[src/rtl/tlul_err_steer.sv]
// ============================================================================
//  Module   : tlul_err_steer (with tlul_pkg)
//  Brief    : Steers TL-UL requests to a device window or the error responder,
//             keeping responses in order. Optional macro: TLUL_STEER_ALIGN_CHK_EN
//  Revision : 1.0 - initial release
// ============================================================================
`default_nettype none

package tlul_pkg;

    localparam logic [2:0] c_PUT_FULL_DATA    = 3'h0;
    localparam logic [2:0] c_PUT_PARTIAL_DATA = 3'h1;
    localparam logic [2:0] c_GET              = 3'h4;
    localparam logic [2:0] c_ACCESS_ACK       = 3'h0;
    localparam logic [2:0] c_ACCESS_ACK_DATA  = 3'h1;

    typedef struct packed {
        logic        a_valid;
        logic [2:0]  a_opcode;
        logic [2:0]  a_param;
        logic [1:0]  a_size;
        logic [7:0]  a_source;
        logic [31:0] a_address;
        logic [3:0]  a_mask;
        logic [31:0] a_data;
        logic        d_ready;
    } tl_h2d_t;

    typedef struct packed {
        logic        d_valid;
        logic [2:0]  d_opcode;
        logic [2:0]  d_param;
        logic [1:0]  d_size;
        logic [7:0]  d_source;
        logic [0:0]  d_sink;
        logic [31:0] d_data;
        logic        d_error;
        logic        a_ready;
    } tl_d2h_t;

endpackage

module tlul_err_steer #(
    parameter logic [31:0] DEV_ADDR_BASE   = 32'h0000_0000,
    parameter logic [31:0] DEV_ADDR_MASK   = 32'h0000_0FFF,
    parameter int unsigned MAX_OUTSTANDING = 4
) (
    input  logic              clk_i,
    input  logic              rst_i,
    input  tlul_pkg::tl_h2d_t tl_h_i,
    output tlul_pkg::tl_d2h_t tl_h_o,
    output tlul_pkg::tl_h2d_t tl_dev_o,
    input  tlul_pkg::tl_d2h_t tl_dev_i,
    output tlul_pkg::tl_h2d_t tl_err_o,
    input  tlul_pkg::tl_d2h_t tl_err_i
);

    localparam int unsigned        c_CNT_W   = $clog2(MAX_OUTSTANDING + 1);
    localparam logic [c_CNT_W-1:0] c_CNT_MAX = c_CNT_W'(MAX_OUTSTANDING);
    localparam logic [c_CNT_W-1:0] c_CNT_ONE = c_CNT_W'(1);

    logic [c_CNT_W-1:0] r_cnt;
    logic               r_tgt;

    logic              w_hit;
    logic              w_sel;
    logic              w_busy;
    logic              w_stall;
    logic              w_d_valid;
    logic              w_a_ready;
    logic              w_acc;
    logic              w_ret;
    tlul_pkg::tl_d2h_t w_rsp;

    assign w_hit = (tl_h_i.a_address & ~DEV_ADDR_MASK) == DEV_ADDR_BASE;

`ifdef TLUL_STEER_ALIGN_CHK_EN
    logic [3:0] w_lanes;
    logic       w_bad_align;
    logic       w_bad_mask;

    always_comb begin
        w_lanes = 4'hF;
        case (tl_h_i.a_size)
            2'd0:    w_lanes = 4'b0001 << tl_h_i.a_address[1:0];
            2'd1:    w_lanes = 4'b0011 << {tl_h_i.a_address[1], 1'b0};
            default: w_lanes = 4'hF;
        endcase
    end

    assign w_bad_align = (tl_h_i.a_size == 2'd3)
                       || (tl_h_i.a_size == 2'd1 && tl_h_i.a_address[0])
                       || (tl_h_i.a_size == 2'd2 && tl_h_i.a_address[1:0] != 2'b00);
    assign w_bad_mask  = (tl_h_i.a_opcode == tlul_pkg::c_PUT_PARTIAL_DATA)
                       && ((tl_h_i.a_mask & ~w_lanes) != 4'h0);
    assign w_sel       = ~w_hit | w_bad_align | w_bad_mask;
`else
    assign w_sel = ~w_hit;
`endif

    // All outstanding requests share one target, so the D mux needs no per-beat tag.
    assign w_rsp     = r_tgt ? tl_err_i : tl_dev_i;
    assign w_busy    = (r_cnt != '0);
    assign w_d_valid = ~rst_i & w_busy & w_rsp.d_valid;
    assign w_ret     = w_d_valid & tl_h_i.d_ready;

    // A returning beat frees its slot in the same cycle: lets a full window
    // accept again and lets a target switch happen on the last response.
    assign w_stall   = (w_busy && (w_sel != r_tgt) && !(r_cnt == c_CNT_ONE && w_ret))
                     || (r_cnt == c_CNT_MAX && !w_ret);
    assign w_a_ready = ~rst_i & ~w_stall & (w_sel ? tl_err_i.a_ready : tl_dev_i.a_ready);
    assign w_acc     = tl_h_i.a_valid & w_a_ready;

    always_comb begin
        tl_dev_o         = tl_h_i;
        tl_dev_o.a_valid = ~rst_i & tl_h_i.a_valid & ~w_sel & ~w_stall;
        tl_dev_o.d_ready = ~rst_i & w_busy & ~r_tgt & tl_h_i.d_ready;

        tl_err_o         = tl_h_i;
        tl_err_o.a_valid = ~rst_i & tl_h_i.a_valid & w_sel & ~w_stall;
        tl_err_o.d_ready = ~rst_i & w_busy & r_tgt & tl_h_i.d_ready;

        tl_h_o           = w_rsp;
        tl_h_o.d_valid   = w_d_valid;
        tl_h_o.a_ready   = w_a_ready;
    end

    always_ff @(posedge clk_i) begin
        if (rst_i) begin
            r_cnt <= '0;
            r_tgt <= 1'b0;
        end else begin
            if (w_acc && !w_ret) begin
                r_cnt <= r_cnt + c_CNT_ONE;
            end else if (!w_acc && w_ret) begin
                r_cnt <= r_cnt - c_CNT_ONE;
            end
            if (w_acc) begin
                r_tgt <= w_sel;
            end
        end
    end

endmodule

`default_nettype wire

[config.mk]
export PLATFORM = sky130hd
export DESIGN_NAME = tlul_err_steer
export DESIGN_NICKNAME = d
export VERILOG_FILES = /design/src/rtl/tlul_err_steer.sv
export SDC_FILE = /design/constraint.sdc
export NUM_CORES = 1
export LEC_CHECK = 0
export CORE_AREA = 2 2 160 162
export DETAILED_ROUTE_END_ITERATION = 6
export DIE_AREA = 0 0 162 164
export GPL_ROUTABILITY_DRIVEN = 0
export SLEW_MARGIN = 20
export SYNTH_ARGS = -nofsm -noshare
export SYNTH_HDL_FRONTEND = slang
export SYNTH_SLANG_ARGS = --single-unit
[constraint.sdc]
create_clock -name clk_i -period 6.8 [get_ports clk_i]
set_clock_uncertainty 0.15 [all_clocks]
set_input_delay 1.7 -clock clk_i [delete_from_list [all_inputs] [get_ports clk_i]]
set_output_delay 1.7 -clock clk_i [all_outputs]
set_load 0.01 [all_outputs]
# Word-level counts from Yosys, hierarchy flattened
# Index checks and enable logic that the tools add are counted.
[totals]
reg_bits = 4
wordCells = 43
output_inout_bits = 224
[classes]
n_reduce_logical = 13
n_eq_ne = 3
n_addsub = 2
bitwise_logic = 19
n_mux = 4
[op_table]
columns = ["cell", "count"]
rows = [
  ["52-bit two-way mux", 1],
  ["32-bit logical NOT", 1],
  ["1-bit bitwise AND", 15],
  ["1-bit logical AND", 6],
  ["3-bit two-way mux", 2],
  ["1-bit inverter", 4],
  ["3-bit by 1-bit adder with 3-bit output (second input constant)", 1],
  ["3-bit by 1-bit equality test with 1-bit output (second input constant)", 1],
  ["3-bit equality test (second input constant)", 1],
  ["1-bit logical NOT", 3],
  ["3-bit nonzero test", 1],
  ["3-bit by 1-bit subtractor with 3-bit output (second input constant)", 1],
  ["2-bit nonzero test", 1],
  ["1-bit logical OR", 1],
  ["1-bit two-way mux", 1],
  ["1-bit inequality test", 1],
]

# Longest topological paths before layout
[logic_depth]
word_depth = 16
ltp_mapped = 12
depth_no_buf = 12

# Least setup slack after synthesis
# Ideal clock, no wire load.
[synth_path]
kind = "input -> output"
from = "input port rst_i"
to = "output port tl_dev_o[85] (netlist name)"
arrival_ns = 2.785
required_time_ns = 4.950
stages = 5
setup_slack_ns = 2.165
path_cell_list = "buf_2 nand2b_1 o32a_1 o21ai_1 nor3b_1"
[synth_rtl]
columns = ["element", "line_no", "text"]
rows = [
  ["start: declaration", "49", "input logic rst_i,"],
  ["end: declaration", "52", "output tlul_pkg::tl_h2d_t tl_dev_o,"],
]

==> qor.yml <==
run_status:
  status: "complete, no violations"
synth:
  synth_fa_ha_area_frac: 0.0269
  synth-seq-cells: 4
  synth_top_family_by_area: "buffers and inverters"
  synth.area.mux_share: 0.255
  ys.flop_type: "dfxtp_1"
  syn-num-nets: 485
  ys_async_sr_fraction: 0
  synth-edff-count: 0
  synth_compound_area_frac: 0.0344
  syn_inst: 288
  ys_types: 30
  syn_avg_cell_area_um2: 8.08
  netlist_area_um2: 2330
  synthSimpleGateAreaFrac: 0.0715
  ys_seq_area_frac: 0.0344
  ys_warn_count: 0
  synthXorXnorAreaFrac: 0.00753
clocking:
  clk_latency_ns: 0.23
  postCtsSetupBuffers: 0
  clockBufferDepth: 2
  hold_buffers: 0
  cts-resized-gates: 0
  h-tree-depth: 1
  cts_made_buffers: 3
  cts_sinks: 4
  root_buffer: "clkbuf_16"
  path_clk_slew_ns: 0.03
  cts_tree: "done"
floorplanning:
  num_rows: 58
  die-area_um2: 26600
  die_h_um: 164
  initial_core_util: 0.0938
  io_pins: 416
  die_w_um: 162
  core-area_um2: 24800
route:
  wl_per_cell_um: 11.7
  ant_nets: 0
  vias_per_cell: 2.93
  num_vias: 1955
  wirelength_mm: 7.84
  drt_iter0_markers: 32
  dr.pass1.iters: 4
  drc: 0
cells_and_area:
  layout_common_cells: "223 x clkdlybuf4s50_1, 51 x mux2_2, 5 x nor4_1, 5 x nor2_1, 5 x ha_1"
  fin_area_um2: 3740
  nets: 537
  layout_commonest_cell: "clkdlybuf4s50_1"
  diodes: 0
  drive_above_1_share: 0.172
  area_growth_pct: 60.9
critical_path:
  crit_fanout: 3
  reg2reg_to: "r_cnt[2]$_SDFFE_PP0P_"
  crit_top_cell: "clkdlybuf4s50_1"
  r2r_cells: 8
  regToRegSetupSlack_ns: 4.31
  crit_cells: 6
  critPathTopFamily: "simple AND/OR/NAND/NOR gates"
  timing.rr.start: "r_tgt$_SDFFE_PP0P_"
  worst_setup_path_end_kind: "primary output"
  max_stage_delay_ns: 0.56
  critPathRequiredTime_ns: 4.95
  crit_type: "in2out"
  cp_slowest_cell: "clkdlybuf4s50_1"
  arrival_ns: 3.90
  crit_buf_inv: 2
  path_cells: "clkdlybuf4s50_1 > nor4_1 > nand2_1 > or2_2 > nor3b_1 > clkdlybuf4s50_1"
  startpoint_type: "input port"
timing:
  report.final.slew_viol_count: 0
  fin_setup_tns_ns: 0
  finalHoldViolCount: 0
  worst_pin_slew_ns: 0.652
  max_freq_mhz: 174
  rsz0062_at_grt: "false"
  relSlewSlack: 0.565
  period_needed_ns: 5.75
  setup_ws_ns: 1.05
  finalCritPeriodShare: 0.846
  finalSetupViolCount: 0
global_route:
  antenna_found_initial: 0
  globalRouteMet2Util: 0.0876
  grt_max_degree: 50
  gr-usage-all-layers: 0.0515
  grt_use_met3: 0.0283
  grt_pass1_vias: 1979
  grt-busiest-layer: "met2"
  grt_pass1_wl_mm: 10.6
  grt_util_met1: 0.0503
  grt_overflow_total: 0
pwr:
  p_leak_nw: 1.25
  p_total_mw: 0.376
  vdd_drop_max_mv: 0.119
  power-per-cell-area_nw_per_um2: 101
min_path:
  min_path_cells: 2
  min_to: "r_cnt[1]$_SDFFE_PP0P_"
  hp-class: "reg2reg"
  min_from: "r_cnt[1]$_SDFFE_PP0P_"
job:
  cap_violations: 0
place:
  port_buffers: 223
  preCtsSetupSlack_ns: 1.02
  placed_cell_area_um2: 3670
  dpl.hpwl_mm: 6.92
## worst register-to-register path, stage by stage, from the launching register on
cell     delay, ns
dfxtp_2       0.46
mux2_2        0.38
a31oi_1       0.26
o21ai_2       0.09
nand3_1       0.12
a21oi_1       0.09
ha_1          0.36
or3_1         0.38
a21oi_1       0.14
## cell usage after synthesis (3+ instances only)
cell type,number,share of area
a21oi_1,4,0.0086
buf_4,170,0.55
clkbuf_1,5,0.0081
dfxtp_1,4,0.034
ha_1,5,0.027
inv_1,4,0.0064
mux2_2,51,0.25
nand2_1,4,0.0064
nand2b_1,3,0.0081
nand3_1,4,0.0086
nor2_1,5,0.0081
nor3_1,3,0.0064
nor4_1,5,0.013
## worst max-delay path by stage
stage	startpoint	to	slack, ns
2_1_floorplan	rst_i	tl_dev_o[85]	2.17
3_3_place_gp	tl_h_i[51]	tl_dev_o[85]	0.92
3_5_place_dp	tl_h_i[51]	tl_dev_o[85]	1.02
4_1_cts	tl_h_i[51]	tl_dev_o[85]	1.01
5_1_grt	tl_h_i[51]	tl_dev_o[85]	0.83
6_report	tl_h_i[51]	tl_dev_o[85]	1.05
## final cells by class
type	instances	area, um^2
Clock buffer	3	75.1
Tap cell	330	413
Fill cell	2840	21100
Inverter	4	15.0
Sequential cell	4	81.3
Timing Repair Buffer	224	2240
Multi-Input combinational cell	103	921
## logic make-up after synthesis
group           Yosys count
compound gates           12
xor+xnor                  2
fa+ha+maj                 5
buf+inv                 181
flops                     4
mux                      53
simple gates             31
## power breakdown
group | leakage [nW] | internal (mW) | switching (mW)
Combinational | 1.18 | 0.168 | 0.0850
Clock | 0.0370 | 0.0752 | 0.0175
Sequential | 0.0331 | 0.0267 | 0.00438
Total | 1.25 | 0.269 | 0.107
## through the flow
| stage | hold slack (ns) | utilization | std cells |
|---|---|---|---|
| after floorplan | 0.334 | - | 288 |
| after global placement | 0.349 | 0.148 | 665 |
| after detailed placement | 0.377 | 0.148 | 665 |
| after CTS | 0.383 | 0.151 | 668 |
| final | 0.372 | 0.151 | 668 |
| after global routing | 0.426 | 0.151 | 668 |
## per-layer routing
metal	routed length [um]	vias to the layer above	share of wire
li1	-	894	-
met1	2530	815	0.32
met2	3670	202	0.47
met3	1270	44	0.16
met4	377	0	0.048
met5	0	-	0
## sequential cells by signal, summed over array words and instances (netlist names)
signal  count
r_cnt       3
r_tgt       1
No activity file was read; power rests on OpenSTA's default activity.
